<file path="config.mk">
export PLATFORM = sky130hd
export DESIGN_NAME = alu_pipe_param_flat
export DESIGN_NICKNAME = d
export VERILOG_FILES = /design/src/rtl/alu_pipe_param_if.sv /design/src/rtl/alu_pipe_param.sv /design/src/flat_wrapper.sv
export SDC_FILE = /design/constraint.sdc
export NUM_CORES = 1
export LEC_CHECK = 0
export BUFFER_PORTS_ARGS = -buffer_cell sky130_fd_sc_hd__buf_2
export CAP_MARGIN = 0
export CORE_MARGIN = 2
export CORE_UTILIZATION = 50
export CTS_CLUSTER_DIAMETER = 150
export DETAILED_ROUTE_END_ITERATION = 10
export PLACE_DENSITY = 0.71
export SLEW_MARGIN = 5
export SYNTH_ARGS = -nofsm -noshare
export SYNTH_HDL_FRONTEND = slang
export SYNTH_SLANG_ARGS = --single-unit
export TNS_END_PERCENT = 5
</file>
<file path="constraint.sdc">
create_clock -name clk -period 10.1 [get_ports clk]
set_input_delay 0.505 -clock clk [delete_from_list [all_inputs] [get_ports clk]]
set_output_delay 0.505 -clock clk [all_outputs]
set_load 0.01 [all_outputs]
</file>
<file path="src/rtl/alu_pipe_param_if.sv">
// -----------------------------------------------------------------------------
// alu_pipe_param_if
// Handshake bundle between an operand-issue unit (master) and the pipelined
// ALU (slave), including the result/writeback side.
//
// Parameters:
//   WIDTH  operand/result width in bits (>= 2)
//   TAG_W  sideband tag width in bits (>= 1)
//
// Signals:
//   in_valid / in_ready          operation handshake
//   in_op[2:0], in_a, in_b       opcode and operands
//   in_cin                       carry-in (ADD) / borrow-in (SUB)
//   in_tag                       opaque sideband tag
//   out_valid / out_ready        result handshake
//   out_result, out_flags[4:0]   result and {V,N,Z,C,P}
//   out_tag                      tag of the delivered result
// -----------------------------------------------------------------------------
interface alu_pipe_param_if #(
   parameter int WIDTH = 8,
   parameter int TAG_W = 4
);
   logic             in_valid;
   logic             in_ready;
   logic [2:0]       in_op;
   logic [WIDTH-1:0] in_a;
   logic [WIDTH-1:0] in_b;
   logic             in_cin;
   logic [TAG_W-1:0] in_tag;
   logic             out_valid;
   logic             out_ready;
   logic [WIDTH-1:0] out_result;
   logic [4:0]       out_flags;
   logic [TAG_W-1:0] out_tag;

   // Issue/writeback side: drives operations, consumes results
   modport master (
      output in_valid, in_op, in_a, in_b, in_cin, in_tag, out_ready,
      input  in_ready, out_valid, out_result, out_flags, out_tag
   );

   // ALU side: accepts operations, produces results
   modport slave (
      input  in_valid, in_op, in_a, in_b, in_cin, in_tag, out_ready,
      output in_ready, out_valid, out_result, out_flags, out_tag
   );
endinterface

</file>
<file path="src/rtl/alu_pipe_param.sv">
// -----------------------------------------------------------------------------
// alu_pipe_param
// Parametrised two-stage pipelined ALU with valid/ready flow control and an
// opaque tag sideband.
//
//   Stage 1 captures opcode, operands, carry-in and tag.
//   Stage 2 computes result and flags from the stage-1 registers and holds
//   them in the output registers until the consumer takes them.
//
// Ports:
//   clk    clock, all state updates on the rising edge
//   rst_n  synchronous active-low reset
//   bus    alu_pipe_param_if.slave (operation and result handshakes)
//
// Opcodes: 0 ADD, 1 SUB, 2 AND, 3 OR, 4 XOR, 5 PASSA, 6 NAND/ADDS, 7 CMP.
// Flags:   {V,N,Z,C,P} = overflow, negative, zero, carry/borrow, odd parity.
//
// Build option:
//   ALU_SAT_EN  when defined, opcode 6 is a signed saturating add (ADDS);
//               otherwise opcode 6 is NAND and no saturation logic exists.
// -----------------------------------------------------------------------------
module alu_pipe_param #(
   parameter int WIDTH = 8,
   parameter int TAG_W = 4
) (
   input logic              clk,
   input logic              rst_n,
   alu_pipe_param_if.slave  bus
);

   localparam int MSB = WIDTH - 1;

   localparam logic [2:0] OP_ADD   = 3'd0;
   localparam logic [2:0] OP_SUB   = 3'd1;
   localparam logic [2:0] OP_AND   = 3'd2;
   localparam logic [2:0] OP_OR    = 3'd3;
   localparam logic [2:0] OP_XOR   = 3'd4;
   localparam logic [2:0] OP_PASSA = 3'd5;
   localparam logic [2:0] OP_OP6   = 3'd6;
   localparam logic [2:0] OP_CMP   = 3'd7;

   // Odd parity of a result word
   function automatic logic parity_f(input logic [WIDTH-1:0] v);
      return ^v;
   endfunction

   // Signed overflow from an unsigned (WIDTH+1)-bit add/sub: the carry (or
   // borrow) into the MSB differs from the carry (or borrow) out of it.
   function automatic logic ovf_f(input logic a_msb, input logic b_msb,
                                  input logic [WIDTH:0] r);
      return (a_msb ^ b_msb ^ r[WIDTH-1]) ^ r[WIDTH];
   endfunction

   // ---------------------------------------------------------------- state
   logic             s1_valid_q, s1_valid_d;
   logic [2:0]       s1_op_q,    s1_op_d;
   logic [WIDTH-1:0] s1_a_q,     s1_a_d;
   logic [WIDTH-1:0] s1_b_q,     s1_b_d;
   logic             s1_cin_q,   s1_cin_d;
   logic [TAG_W-1:0] s1_tag_q,   s1_tag_d;

   logic             out_valid_q,  out_valid_d;
   logic [WIDTH-1:0] out_result_q, out_result_d;
   logic [4:0]       out_flags_q,  out_flags_d;
   logic [TAG_W-1:0] out_tag_q,    out_tag_d;

   // ---------------------------------------------------------- handshakes
   logic s1_adv_s;
   logic in_ready_s;
   logic accept_s;

   // Stage 1 may move on whenever the output register is empty or draining;
   // this also lets a full stage 1 accept a new operation in the same cycle.
   assign s1_adv_s   = !out_valid_q || bus.out_ready;
   assign in_ready_s = !s1_valid_q || s1_adv_s;
   assign accept_s   = bus.in_valid && in_ready_s;

   // ------------------------------------------------------------ ALU core
   logic [WIDTH:0]   add_u_s;
   logic [WIDTH:0]   sub_u_s;
   logic [WIDTH:0]   cmp_u_s;
   logic [WIDTH-1:0] alu_res_s;
   logic [WIDTH-1:0] flag_val_s;
   logic             alu_v_s;
   logic             alu_c_s;
   logic [4:0]       alu_flags_s;
`ifdef ALU_SAT_EN
   logic [WIDTH:0]   sat_u_s;
   logic             sat_ovf_s;
   logic [WIDTH-1:0] sat_res_s;
`endif

   // Unsigned WIDTH+1 bit arithmetic; the top bit is carry-out / borrow-out
   assign add_u_s = {1'b0, s1_a_q} + {1'b0, s1_b_q} + {{WIDTH{1'b0}}, s1_cin_q};
   assign sub_u_s = {1'b0, s1_a_q} - {1'b0, s1_b_q} - {{WIDTH{1'b0}}, s1_cin_q};
   assign cmp_u_s = {1'b0, s1_a_q} - {1'b0, s1_b_q};

`ifdef ALU_SAT_EN
   // Saturating add: on overflow both operands share a sign, so a's MSB
   // tells which rail to clamp to.
   always_comb begin
      sat_u_s   = {1'b0, s1_a_q} + {1'b0, s1_b_q};
      sat_ovf_s = ovf_f(s1_a_q[MSB], s1_b_q[MSB], sat_u_s);
      if (!sat_ovf_s) begin
         sat_res_s = sat_u_s[MSB:0];
      end else if (s1_a_q[MSB]) begin
         sat_res_s = {1'b1, {(WIDTH-1){1'b0}}};
      end else begin
         sat_res_s = {1'b0, {(WIDTH-1){1'b1}}};
      end
   end
`endif

   // Result, carry and overflow selection; flag_val_s is what N/Z look at
   always_comb begin
      alu_res_s  = s1_a_q;
      flag_val_s = s1_a_q;
      alu_v_s    = 1'b0;
      alu_c_s    = 1'b0;
      case (s1_op_q)
         OP_ADD: begin
            alu_res_s  = add_u_s[MSB:0];
            flag_val_s = add_u_s[MSB:0];
            alu_c_s    = add_u_s[WIDTH];
            alu_v_s    = ovf_f(s1_a_q[MSB], s1_b_q[MSB], add_u_s);
         end
         OP_SUB: begin
            alu_res_s  = sub_u_s[MSB:0];
            flag_val_s = sub_u_s[MSB:0];
            alu_c_s    = sub_u_s[WIDTH];
            alu_v_s    = ovf_f(s1_a_q[MSB], s1_b_q[MSB], sub_u_s);
         end
         OP_AND: begin
            alu_res_s  = s1_a_q & s1_b_q;
            flag_val_s = s1_a_q & s1_b_q;
         end
         OP_OR: begin
            alu_res_s  = s1_a_q | s1_b_q;
            flag_val_s = s1_a_q | s1_b_q;
         end
         OP_XOR: begin
            alu_res_s  = s1_a_q ^ s1_b_q;
            flag_val_s = s1_a_q ^ s1_b_q;
         end
         OP_PASSA: begin
            alu_res_s  = s1_a_q;
            flag_val_s = s1_a_q;
         end
         OP_OP6: begin
`ifdef ALU_SAT_EN
            alu_res_s  = sat_res_s;
            flag_val_s = sat_res_s;
            alu_c_s    = sat_u_s[WIDTH];
            alu_v_s    = sat_ovf_s;
`else
            alu_res_s  = ~(s1_a_q & s1_b_q);
            flag_val_s = ~(s1_a_q & s1_b_q);
`endif
         end
         OP_CMP: begin
            // Result is a unchanged; flags describe a-b without borrow-in
            alu_res_s  = s1_a_q;
            flag_val_s = cmp_u_s[MSB:0];
            alu_c_s    = cmp_u_s[WIDTH];
            alu_v_s    = ovf_f(s1_a_q[MSB], s1_b_q[MSB], cmp_u_s);
         end
         default: begin
            alu_res_s  = s1_a_q;
            flag_val_s = s1_a_q;
         end
      endcase
      alu_flags_s = {alu_v_s, flag_val_s[MSB], (flag_val_s == {WIDTH{1'b0}}),
                     alu_c_s, parity_f(alu_res_s)};
   end

   // ------------------------------------------------------ next state
   // Stage 1: capture on accept, empty when it drains, otherwise hold.
   // Operand inputs are only sampled on accept so idle garbage never enters.
   always_comb begin
      s1_valid_d = s1_valid_q;
      s1_op_d    = s1_op_q;
      s1_a_d     = s1_a_q;
      s1_b_d     = s1_b_q;
      s1_cin_d   = s1_cin_q;
      s1_tag_d   = s1_tag_q;
      if (accept_s) begin
         s1_valid_d = 1'b1;
         s1_op_d    = bus.in_op;
         s1_a_d     = bus.in_a;
         s1_b_d     = bus.in_b;
         s1_cin_d   = bus.in_cin;
         s1_tag_d   = bus.in_tag;
      end else if (s1_adv_s) begin
         s1_valid_d = 1'b0;
      end else begin
         s1_valid_d = s1_valid_q;
      end
   end

   // Stage 2: load computed result when stage 1 advances with a valid op;
   // while stalled every output register holds.
   always_comb begin
      out_valid_d  = out_valid_q;
      out_result_d = out_result_q;
      out_flags_d  = out_flags_q;
      out_tag_d    = out_tag_q;
      if (s1_adv_s) begin
         out_valid_d = s1_valid_q;
         if (s1_valid_q) begin
            out_result_d = alu_res_s;
            out_flags_d  = alu_flags_s;
            out_tag_d    = s1_tag_q;
         end else begin
            out_result_d = out_result_q;
         end
      end else begin
         out_valid_d = out_valid_q;
      end
   end

   // ------------------------------------------------------ registers
   // All pipeline state, cleared by synchronous reset (in-flight ops dropped)
   always_ff @(posedge clk) begin
      if (!rst_n) begin
         s1_valid_q   <= 1'b0;
         s1_op_q      <= 3'd0;
         s1_a_q       <= {WIDTH{1'b0}};
         s1_b_q       <= {WIDTH{1'b0}};
         s1_cin_q     <= 1'b0;
         s1_tag_q     <= {TAG_W{1'b0}};
         out_valid_q  <= 1'b0;
         out_result_q <= {WIDTH{1'b0}};
         out_flags_q  <= 5'd0;
         out_tag_q    <= {TAG_W{1'b0}};
      end else begin
         s1_valid_q   <= s1_valid_d;
         s1_op_q      <= s1_op_d;
         s1_a_q       <= s1_a_d;
         s1_b_q       <= s1_b_d;
         s1_cin_q     <= s1_cin_d;
         s1_tag_q     <= s1_tag_d;
         out_valid_q  <= out_valid_d;
         out_result_q <= out_result_d;
         out_flags_q  <= out_flags_d;
         out_tag_q    <= out_tag_d;
      end
   end

   // ------------------------------------------------------ outputs
   assign bus.in_ready   = in_ready_s;
   assign bus.out_valid  = out_valid_q;
   assign bus.out_result = out_result_q;
   assign bus.out_flags  = out_flags_q;
   assign bus.out_tag    = out_tag_q;

endmodule

</file>
<file path="src/flat_wrapper.sv">
// flat-port wrapper written by rule: the top's interface ports become plain ports
module alu_pipe_param_flat 
#(
   parameter int WIDTH = 8,
   parameter int TAG_W = 4
)
  (clk, rst_n, bus_in_valid, bus_in_op, bus_in_a, bus_in_b, bus_in_cin, bus_in_tag, bus_out_ready, bus_in_ready, bus_out_valid, bus_out_result, bus_out_flags, bus_out_tag);
  alu_pipe_param_if #(.WIDTH(WIDTH), .TAG_W(TAG_W)) bus_i ();
  input logic clk;
  input logic rst_n;
  input wire logic [$bits(bus_i.in_valid)-1:0] bus_in_valid;
  input wire logic [$bits(bus_i.in_op)-1:0] bus_in_op;
  input wire logic [$bits(bus_i.in_a)-1:0] bus_in_a;
  input wire logic [$bits(bus_i.in_b)-1:0] bus_in_b;
  input wire logic [$bits(bus_i.in_cin)-1:0] bus_in_cin;
  input wire logic [$bits(bus_i.in_tag)-1:0] bus_in_tag;
  input wire logic [$bits(bus_i.out_ready)-1:0] bus_out_ready;
  output wire logic [$bits(bus_i.in_ready)-1:0] bus_in_ready;
  output wire logic [$bits(bus_i.out_valid)-1:0] bus_out_valid;
  output wire logic [$bits(bus_i.out_result)-1:0] bus_out_result;
  output wire logic [$bits(bus_i.out_flags)-1:0] bus_out_flags;
  output wire logic [$bits(bus_i.out_tag)-1:0] bus_out_tag;
  assign bus_i.in_valid = bus_in_valid;
  assign bus_i.in_op = bus_in_op;
  assign bus_i.in_a = bus_in_a;
  assign bus_i.in_b = bus_in_b;
  assign bus_i.in_cin = bus_in_cin;
  assign bus_i.in_tag = bus_in_tag;
  assign bus_i.out_ready = bus_out_ready;
  assign bus_in_ready = bus_i.in_ready;
  assign bus_out_valid = bus_i.out_valid;
  assign bus_out_result = bus_i.out_result;
  assign bus_out_flags = bus_i.out_flags;
  assign bus_out_tag = bus_i.out_tag;
  alu_pipe_param #(.WIDTH(WIDTH), .TAG_W(TAG_W)) u_core (.clk(clk), .rst_n(rst_n), .bus(bus_i));
endmodule
</file>
# After elaboration in Yosys (flattened, before gate mapping)
# Cells that the tools add are included.
[op_classes]
add_sub_neg = 4
eq_ne = 7
n_mux = 6
n_bitwise = 11
n_reduce_logical = 11
[ops]
columns = ["operator", "count"]
rows = [
  ["8-bit one-hot mux with 8 select lines", 1],
  ["8-bit one-hot mux with 7 select lines", 1],
  ["3-bit equality test, second input constant", 4],
  ["8-bit by 8-bit adder with 9-bit output", 1],
  ["9-bit by 1-bit adder with 9-bit output", 1],
  ["8-bit by 8-bit subtractor with 9-bit output", 1],
  ["9-bit by 1-bit subtractor with 9-bit output", 1],
  ["8-bit AND", 1],
  ["8-bit logical NOT", 1],
  ["8-bit inverter", 1],
  ["8-bit OR", 1],
  ["8-bit XOR reduction", 1],
  ["8-bit bitwise XOR", 1],
  ["1-bit bitwise XOR", 7],
  ["3-bit by 2-bit equality test with 1-bit output, second input constant", 2],
  ["1-bit one-hot mux with 3 select lines", 2],
  ["3-bit by 1-bit equality test with 1-bit output, second input constant", 1],
  ["3-bit logical NOT", 1],
  ["1-bit logical NOT", 2],
  ["1-bit logical OR", 2],
  ["1-bit 2-to-1 mux", 2],
  ["2-bit AND reduction", 1],
  ["2-bit nonzero test", 1],
  ["2-bit OR reduction", 1],
  ["1-bit logical AND", 1],
]
[totals]
reg_bits = 43
out_inout_bits = 19

# Depth between registers and ports, before layout
[depth]
word_depth = 5
ltp_mapped = 13
mapped_depth_nobuf = 13

# Worst setup path before layout
# OpenSTA, ideal clock, no wires.
[synth_path]
path_type = "reg-to-reg"
startpoint = "register u_core.s1_a_q[0]"
endpoint = "register u_core.out_flags_q[4] (netlist: u_core.bus.out_flags[4])"
setup_ns = 0.130
t_arrival_ns = 3.064
required_ns = 9.970
slack_ns = 6.906
stages_incl_launch_ff = 13
cell_sequence = "dfxtp_1 > inv_1 > ha_1 > fa_1 > nor3_2 > or4_1 > nand4_2 > or3b_1 > nor2_1 > and2_1 > xnor3_1 > a222oi_1 > a211oi_1"
[synth_between]
elab_chain_cells = 5
word_cells_on_any_way = 11
[synth_rtl]
columns = ["item", "line_no", "source"]
rows = [
  ["start, declared", "alu_pipe_param.sv:57", "logic [WIDTH-1:0] s1_a_q, s1_a_d;"],
  ["start signal, assigned", "alu_pipe_param.sv:227", "s1_a_q <= {WIDTH{1'b0}};"],
  ["8-bit by 8-bit subtractor with 9-bit output / 8-bit by 8-bit adder with 9-bit output (equally long branches)", "alu_pipe_param.sv:95, alu_pipe_param.sv:96, alu_pipe_param.sv:94", ""],
  ["9-bit by 1-bit subtractor with 9-bit output / 9-bit by 1-bit adder with 9-bit output (equally long branches)", "alu_pipe_param.sv:95, alu_pipe_param.sv:94", ""],
  ["1-bit bitwise XOR (2 in a row)", "alu_pipe_param.sv:51", "return (a_msb ^ b_msb ^ r[WIDTH-1]) ^ r[WIDTH];"],
  ["1-bit one-hot mux with 3 select lines *", "alu_pipe_param.sv:120", "case (s1_op_q)"],
  ["end signal, assigned", "alu_pipe_param.sv:244", "out_flags_q <= out_flags_d;"],
  ["end, declared", "alu_pipe_param.sv:64", "logic [4:0] out_flags_q, out_flags_d;"],
]
# Every way passes the cells marked *; elsewhere a longest branch is shown, timed or not.
# A chain may end at the register's enable or synchronous reset.

# Final worst setup path
[layout_path]
startpoint = "register u_core.s1_a_q[0]"
endpoint = "register u_core.out_flags_q[0] (netlist: u_core.bus.out_flags[0])"
[layout_between]
elab_chain_cells = 4
word_cells_on_any_way = 10
[layout_rtl]
columns = ["item", "line_no", "source"]
rows = [
  ["8-bit by 8-bit subtractor with 9-bit output, or another cell as far along", "alu_pipe_param.sv:95", "assign sub_u_s = {1'b0, s1_a_q} - {1'b0, s1_b_q} - {{WIDTH{1'b0}}, s1_cin_q};"],
  ["9-bit by 1-bit subtractor with 9-bit output, or another cell as far along", "alu_pipe_param.sv:95", ""],
  ["8-bit one-hot mux with 7 select lines *", "alu_pipe_param.sv:120", ""],
  ["8-bit XOR reduction *", "alu_pipe_param.sv:44", "return ^v;"],
]
# Marks and branches as above.

==> summary.md <==
| Metric | Value |
|---|---|
| Number of flops mapped to enable cells by yosys | 0 |
| # diodes | 0 |
| Commonest non-fill, non-tap cell in the layout | nand2_1 |
| Status | finished clean |
| Skew-Pair Late Insertion Delay | 0.30 ns |
| Post-CTS resize count | 0 |
| Total Wirelength | around 8.8 mm |
| PwrDens | 136 mW/mm^2 |
| Wirelength per Cell | approximately 15 um |
| Vias | 3274 |
| Clk root buf | clkbuf_8 |
| Final setup fails | 0 |
| Commonest non-fill, non-tap cells in the layout | 87 x nand2_1, 46 x buf_2, 43 x dfxtp_1 |
| Post-synthesis sequential area ratio | ~24% |
| Max Root-Sink Buffers | 2 |
| CTS sink cnt | 43 |
| CP Capture Type | flop |
| First-pass GRT wire length | 14.2 mm |
| Hold Fails Final Rpt | 0 |
| Crit path time final | 3.62 ns |
| CP Max Fanout | 5 |
| Critical path arrival | just under 4 ns |
| Via-per-instance ratio | ~5.7 |
| Post-synth top area share | approximately a quarter |
| Lkg Pwr | between 1.5 and 2 nW |
| Net count, final | between 500 and 600 |
| TritonCTS clock tree | built |
| Post-Synthesis Cells | 449 |
| Crit start category | flop |
| Max Fclk | 276 MHz |
| # Post-CTS Setup Buffers | 0 |
| Largest net degree at the start of global routing | 45 |
| Detailed Route Iter0 Violations | about 210 |
| Max-Cap Viols | 0 |
| Max Transition Viols Final | 0 |
| Core region area | ~0.0068 sq mm |
| Die height | 88.3 um |
| Worst-Margin Slew | just over 0.8 ns |
| CP Class | flop to flop |
| Clk slew on worst S/H paths | approximately 0.090 ns |
| Syn_nets | roughly 510 |
| Share of layout cells above drive strength 1 | roughly 16% |
| Number of iterations in the first detailed-routing pass | 5 |
| H-Tree Depth | 2 |
| Initial antenna violation count | 0 |
| Die W | between 80 and 90 um |
| Period utilization | 35.8% |
| Total GRT Usage | 23.1% |
| Synthesized area per cell | around 8 sq um |
| Post-synth ARST share | 0% |
| Core Util, Final | 57.7% |
| IO Port Bufs | 46 |
| Max-Slew Margin vs Limit | 44.3% |
| Final RePlAce weighted congestion | approximately 0.94 |
| Syn. warnings | 0 |
| Hold-fix buffers at CTS | 0 |
| Setup Skew | 0.0121 ns |
| RSZ-0062 raised after global routing | false |
| DRC | 0 |
| HPWL Detailed | 6.74 mm |
| Max VDD drop | roughly 0.11 mV |
| Yosys reg bits | 43 |
| IO Pins | 47 |
| Mapped cell area | about 0.0036 sq mm |
| # rows | 30 |
| Vias in the first global route | 2950 |
| Class of the worst hold path | primary input to flop |
| Routed Antenna Nets | 0 |
| Starting density of the core | around 52% |
| Grt ovf | 0 |
| CP Data Required Time | about 10 ns |
| Main synth FF type | dfxtp_1 |
| Top cells by area, synth | dfxtp_1 24%, nand2_1 9.2%, ha_1 9.2%, a21boi_0 7.0%, xnor3_1 3.2% |
| Synth cell types | 68 |
| Setup TNS | 0 ns |
| Hold slack | around 0.45 ns |
| Area Overhead vs Synth | 11.1% |
| Leading area contributor after synthesis | dfxtp_1 |
| Die area | 0.00779 sq mm |
| CTS buffer count | 5 |
metal layers:
metal / wire (um) / up-vias / track usage [%]
li1: - / 1627 / -
met1: 4070 / 1515 / 31.8
met2: 4100 / 115 / 37.0
met3: 470 / 17 / 3.54
met4: 175 / 0 / 8.13
met5: 0 / - / 0
flip-flops by register name, indices dropped and copies added (netlist names):
name,count
u_core.s1_a_q,8
u_core.bus.out_result,8
u_core.bus.out_flags,5
u_core.bus.out_valid,1
u_core.s1_valid_q,1
u_core.s1_b_q,8
u_core.s1_op_q,3
u_core.bus.out_tag,4
u_core.s1_cin_q,1
u_core.s1_tag_q,4
cells by family after synthesis:
family | after synthesis | share of synthesized area [%]
buffers and inverters | 54 | 6.10
XOR/XNOR | 22 | 7.58
multiplexers | 1 | 0.282
AO/OA/AOI/OAI | 130 | 27.4
adder cells (fa/ha/maj) | 29 | 10.9
flip-flops | 43 | 24.2
AND/OR/NAND/NOR | 170 | 23.6
metrics by stage:
step           power (mW)  std cells  instance area, sq um  setup slack, ns
6_report            0.535        576                  3950             6.48
5_1_grt             0.564        576                  3950             6.23
4_1_cts             0.535        576                  3950             6.53
3_5_place_dp        0.376        568                  3810             6.55
3_3_place_gp        0.373        568                  3810             6.59
2_1_floorplan       0.335        449                  3550             6.91
synth_stat cells (all sizes together), types with 7 or more instances:
master / number
ha: 26
nor2b: 12
a211oi: 7
dfxtp: 43
xnor2: 11
nor3: 7
nor2: 25
a21oi: 20
clkbuf: 18
o21ai: 17
nand2: 87
buf: 8
inv: 28
a21boi: 36
final cells by class:
type | instances | area (sq um)
inverters | 28 | 105
multi-input cells | 352 | 2470
clock inverters | 2 | 60.1
well taps | 96 | 120
clock buffers | 6 | 72.6
flip-flops and latches | 43 | 861
fillers | 647 | 2890
repair buffers | 49 | 253
worst paths after layout:
check             slack [ns]                       end  depth (start not counted)                startpoint
hold reg to reg         0.46  u_core.bus.out_result[3]                          2  u_core.bus.out_result[3]
setup / recovery        6.48   u_core.bus.out_flags[0]                         12          u_core.s1_a_q[0]
setup reg to reg        6.48   u_core.bus.out_flags[0]                         12          u_core.s1_a_q[0]
hold / removal          0.45        u_core.s1_tag_q[0]                          3             bus_in_tag[0]
worst max-delay path, stage by stage (launching register included):
cell and delay (ns):
dfxtp_1 0.44, inv_1 0.12, ha_1 0.25, fa_1 0.46, nor3_2 0.31, or4_1 0.21
nand4_2 0.16, or3b_1 0.48, xnor2_1 0.18, a221oi_1 0.32, nor4_1 0.11, or3b_1 0.40
o211ai_2 0.13
where the power goes:
part	internal (mW)	total (mW)	switching (mW)
sequential	0.180	0.190	0.00991
clock	0.0989	0.160	0.0609
combinational	0.0818	0.186	0.104
total	0.361	0.535	0.175
Power figures use the tool's default switching activity.
